[config.mk]
export PLATFORM = sky130hd
export DESIGN_NAME = demux2_skid
export DESIGN_NICKNAME = d
export VERILOG_FILES = /design/src/rtl/mips_pkg.sv /design/src/rtl/demux2_skid.sv
export SDC_FILE = /design/constraint.sdc
export NUM_CORES = 1
export LEC_CHECK = 0
export CORE_MARGIN = 5
export CORE_UTILIZATION = 46
export DETAILED_ROUTE_END_ITERATION = 12
export GPL_TIMING_DRIVEN = 0
export PLACE_DENSITY = 0.9
export SLEW_MARGIN = 20
export SYNTH_ARGS = -nofsm -noshare
export SYNTH_HDL_FRONTEND = slang
export SYNTH_SLANG_ARGS = --single-unit
[constraint.sdc]
create_clock -name clk -period 4.25 [get_ports clk]
set_input_delay 0.6375 -clock clk [delete_from_list [all_inputs] [get_ports clk]]
set_output_delay 0.6375 -clock clk [all_outputs]
set_load 0.01 [all_outputs]
[src/rtl/mips_pkg.sv]
// Shared constants for the memory-stage access path: payload width,
// target-select encodings and the skid-buffer occupancy states.
package mips_pkg;

  localparam int MIPS_WIDTH = 32;

  localparam logic SEL_DMEM = 1'b0;
  localparam logic SEL_IO   = 1'b1;

  // The buffer state is its occupancy, so the debug count is the state itself.
  localparam logic [1:0] ST_EMPTY = 2'd0;
  localparam logic [1:0] ST_ONE   = 2'd1;
  localparam logic [1:0] ST_FULL  = 2'd2;

endpackage

[src/rtl/demux2_skid.sv]
// Steers one producer stream to data memory (port 0) or I/O space (port 1)
// through a 2-entry in-order skid buffer that cuts the ready path.
module demux2_skid
  import mips_pkg::*;
#(
  parameter int WIDTH = MIPS_WIDTH
) (
  input  logic             clk,
  input  logic             reset_n,
  input  logic             in_valid,
  output logic             in_ready,
  input  logic [WIDTH-1:0] in_data,
  input  logic             in_sel,
  output logic             out0_valid,
  input  logic             out0_ready,
  output logic [WIDTH-1:0] out0_data,
  output logic             out1_valid,
  input  logic             out1_ready,
  output logic [WIDTH-1:0] out1_data,
  output logic [1:0]       count
);

  // Handshake: a beat moves on a rising edge where valid and ready are both 1.
  // Valid never waits on ready, and a raised valid holds its data and select
  // steady until that edge. in_ready comes from registers only.

  logic [WIDTH-1:0] data_q [0:1];
  logic             sel_q  [0:1];
  logic             head;
  logic             tail;
  logic [1:0]       state;
  logic [1:0]       state_nxt;
  logic             in_ready_q;
  logic             head_sel;
  logic             push;
  logic             pop;

  assign head_sel   = sel_q[head];
  assign out0_valid = (state != ST_EMPTY) & (head_sel == SEL_DMEM);
  assign out1_valid = (state != ST_EMPTY) & (head_sel == SEL_IO);
  assign out0_data  = data_q[head];
  assign out1_data  = data_q[head];
  assign in_ready   = in_ready_q;
  assign count      = state;

  assign push = in_valid & in_ready_q;
  assign pop  = (out0_valid & out0_ready) | (out1_valid & out1_ready);

  always_comb begin
    state_nxt = state;
    case (state)
      ST_EMPTY: if (push) state_nxt = ST_ONE;
      ST_ONE: begin
        if (push && !pop)      state_nxt = ST_FULL;
        else if (pop && !push) state_nxt = ST_EMPTY;
      end
      ST_FULL:  if (pop) state_nxt = ST_ONE;
      default:  state_nxt = ST_EMPTY;
    endcase
  end

  always_ff @(posedge clk) begin
    if (!reset_n) begin
      data_q[0]  <= '0;
      data_q[1]  <= '0;
      sel_q[0]   <= 1'b0;
      sel_q[1]   <= 1'b0;
      head       <= 1'b0;
      tail       <= 1'b0;
      state      <= ST_EMPTY;
      in_ready_q <= 1'b1;
    end else begin
      if (push) begin
        data_q[tail] <= in_data;
        sel_q[tail]  <= in_sel;
        tail         <= ~tail;
      end
      if (pop) head <= ~head;
      state      <= state_nxt;
      in_ready_q <= (state_nxt != ST_FULL);
    end
  end

endmodule

# After elaboration in Yosys (flattened, before gate mapping)
# Memory sizes are Yosys's and may differ from the RTL's. A register that Yosys moved wholly into a read port is not among the register bits.
# Cells that the tools add are included.
[op_classes] div_mod_pow=0 shift=0 bitwise_logic=9 muxes=19 n_reduce_logical=8 add_sub_neg=0 n_mul=0 eq_ne=3 n_lt_le_gt_ge=0
[op_table] operator="$mux 32" count=1
[op_table] operator="$reduce_or 32->1" count=1
[op_table] operator="$mux 1" count=13
[op_table] operator="$mux 2" count=4
[op_table] operator="$pmux 2 s3" count=1
[op_table] operator="$and 1x1->1" count=5
[op_table] operator="$not 1->1" count=3
[op_table] operator="$eq 2x1->1 const B" count=1
[op_table] operator="$eq 2x2->1 const B" count=1
[op_table] operator="$logic_and 1x1->1" count=2
[op_table] operator="$logic_not 1->1" count=2
[op_table] operator="$logic_not 2->1" count=1
[op_table] operator="$ne 2x2->1 const B" count=1
[op_table] operator="$reduce_bool 2->1" count=1
[op_table] operator="$or 1x1->1" count=1
[op_table] operator="$reduce_or 1->1" count=1
[totals] out_inout_bits=69 mem_bits_ro=0 latchBits=0 memories=2 in_bits=38 register_bits=5 wordCells=45 ramBits=66
[mem_list] name="data_q" words=2 width=32 read_ports=1 rd_ports_with_merged_regs=1 write_ports=2 line="demux2_skid.sv:27" text="logic [WIDTH-1:0] data_q [0:1];"
[mem_list] name="sel_q" words=2 width=1 read_ports=1 rd_ports_with_merged_regs=1 write_ports=2 line="demux2_skid.sv:28" text="logic sel_q [0:1];"

# Longest topological paths before layout
[depth] depth_word=9 ltp_mapped=5 ltp_nobuf=4

# Worst setup path after synthesis
# OpenSTA, ideal clock, no wires.
[synth_timing] path_kind="input-to-reg" start="in in_valid" end="mem data_q[0][0] in the netlist's numbering, enable pin" path_slack_ns=0.727 cell_stages=2 path_buffers=0 setup_ns=0.466 required_time_ns=3.784 t_arrival_ns=3.057 cell_sequence="nand2_1 o21ai_0"
[synth_rtl] item="start: declaration" line="demux2_skid.sv:10" text="input logic in_valid,"
[synth_rtl] item="end: declaration" line="demux2_skid.sv:27"

==> reports/metrics.yaml <==
outcome:
  status: "complete, no violations"
global_routing:
  grt_pass1_wl_um: 11300
  overflow: 0
  grt_pass1_vias: 2395
  track_usage_pct: 16.6
  antenna_found_initial: 0
  grt_max_degree: 20
pwr:
  ir_drop_v: 0.000253
  leakagePower_nw: 1.90
  intPower_mw: 1.58
  seqPwrFrac_pct: 41.8
  switching_power_mw: 0.421
  power_mw: 2.01
  swShare_pct: 21.0
  power.share.clock_pct: 37.4
  powerDensity_nw_per_um2: 410
  combPwrFrac_pct: 20.8
synth:
  yosys.cell_count.top_type: "and2_1"
  synth_area_leaders: "edfxtp_1 57%, and2_1 12%, mux2_2 11%"
  ys_top_cells_by_count: "65 x and2_1, 64 x edfxtp_1, 32 x buf_4, 32 x mux2_2, 10 x clkbuf_1"
  synth_seq_cells: 72
  synthDistinctLibCells: 30
  yosysTopAreaCell: "edfxtp_1"
  syn_avg_cell_area_um2: 13.7
  synth_warnings: 0
  syn_inst: 244
  async_flop_share_pct: 0
  synth-edff-count: 64
  ys_seq_area_share_pct: 62.1
  ys.flop_type: "edfxtp_1"
  yosysTopAreaCellShare_pct: 57.4
  synth_area_um2: 3350
  synth_fp_nets: 282
sta:
  finalCriticalPeriod_ns: 2.91
  fin_ws_ns: 1.34
  worst_pin_slew_ns: 0.650
  max_freq_mhz: 344
  finalHoldViolations: 0
  final.setup.tns_ns: 0
  hold_slack_ns: 0.523
  finalMaxSlewViolations: 0
  fin_skew_ns: 0.00657
  setup_viol: 0
  timing.final.crit_share_pct: 68.5
  rsz0062_at_grt: "false"
  maxSlewHeadroom_pct: 56.5
floorplan:
  die_height_um: 95.3
  core_um2: 7180
  io_pins: 107
  dieArea_um2: 9090
  initial_core_util_pct: 46.7
  num_rows: 31
  die_w_um: 95.3
clocking:
  post_cts_resized: 0
  post-cts-setup-buffers: 0
  cts_tree: "yes"
  root_buffer: "clkbuf_8"
  clk_latency_ns: 0.34
  h-tree-depth: 3
  path_clk_slew_ns: 0.07
  cts-hold-fix-buffers: 0
  clock-sinks: 72
  cts_buffers: 9
  cts_buffer_depth: 2
routing:
  avgViaCountPerCell: 4.77
  drt_iter0_drc: 38
  wl_per_cell_um: 15.3
  drcViolationCount: 0
  vias: 2228
  ant_nets: 0
  firstDrtPassIters: 4
  wl_um: 7140
placed_design:
  hpwl_um: 5460
  placed_area_um2: 4600
  io_buffer_count: 106
  dp_slack_ns: 1.47
  gp_congestion: 0.740
finish:
  fin_area_um2: 4890
  drive_gt1_share_pct: 23.4
  area_growth_pct: 45.8
  final_nets: 401
  fillers: 529
  n_antenna_cell: 0
hold_path:
  hold_class: "flop to flop"
setup_path:
  worst-setup-path-type: "flop to output port"
  start_kind: "flop"
  endpoint_kind: "output port"
  required_ns: 3.61
  ff2ff_setup_slack_ns: 2.27
  path_max_fanout: 10
  cp.arrival_ns: 2.27
job:
  max-cap-violations: 0
placed cells by master (no fill, tap or decap), drive strengths merged:
master / instances
a211oi: 1
a21boi: 3
a21oi: 1
and2: 65
and4: 1
and4b: 1
buf: 36
bufinv: 5
clkbuf: 19
clkdlybuf4s50: 106
clkinv: 2
dfxtp: 8
edfxtp: 64
inv: 1
mux2: 32
mux2i: 3
nand2: 4
nand2b: 1
nand3: 2
nor2: 3
nor2b: 1
nor3: 1
nor3b: 1
o21a: 1
o21ai: 4
o31a: 1
or3: 1
state kept, by name (all words and copies together), names as in the netlist, named ones only:
signal,flops
head,1
data_q,64
in_ready,1
count,2
sel_q,2
tail,1
per-layer routing:
metal  wire length, µm  part of all wire (%)  GRT usage, %
met1              2630                    37          17.6
met2              4010                    56          31.0
met3               415                   5.8          4.58
met4                92                   1.3          6.13
met5                 0                     0             0
layout make-up:
type                       count  area [µm²]  area share, %
clock inverter                 7         158           3.23
inverter                       1        3.75         0.0768
clock buffer                   9         124           2.54
sequential                    72        2080           42.6
tap                           99         124           2.54
multi-input combinational    127         985           20.2
buffer                        44         294           6.02
timing repair buffer         108        1120           22.8
stage by stage:
| stage | instances | utilization, % |
|---|---|---|
| global route | 467 | 68.1 |
| detailed placement | 451 | 64.2 |
| global placement | 449 | 63.2 |
| CTS | 467 | 68.1 |
| floorplan | 244 | - |
| finish | 467 | 68.1 |
worst paths after layout:
path,startpoint,end,cells after the start
max,flop,out1_data[4],5
min,head,flop,2
max reg2reg,tail,data_q[1][3],4
min reg2reg,head,flop,2
worst max-delay path: stages, from the launching register on:
cell             delay, ns
dfxtp_1               0.32
buf_6                 0.13
clkbuf_1              0.46
mux2_2                0.41
buf_4                 0.14
clkdlybuf4s50_1       0.48
power groups by stage:
stage / registers (mW) / clock network (mW) / logic [mW]
2_1_floorplan: 0.851 / 0 / 0.197
3_3_place_gp: 0.853 / 0 / 0.400
3_5_place_dp: 0.854 / 0 / 0.423
4_1_cts: 0.838 / 0.762 / 0.425
5_1_grt: 0.843 / 0.787 / 0.448
6_report: 0.837 / 0.750 / 0.418
logic make-up after synthesis:
group / count (synthesis) / synth area share, %
mux: 35 / 12.1
compound gates: 11 / 2.13
simple gates: 81 / 14.7
flops: 72 / 62.1
buf+inv: 45 / 8.89
Note: power is estimated with default switching activity, not from simulation.
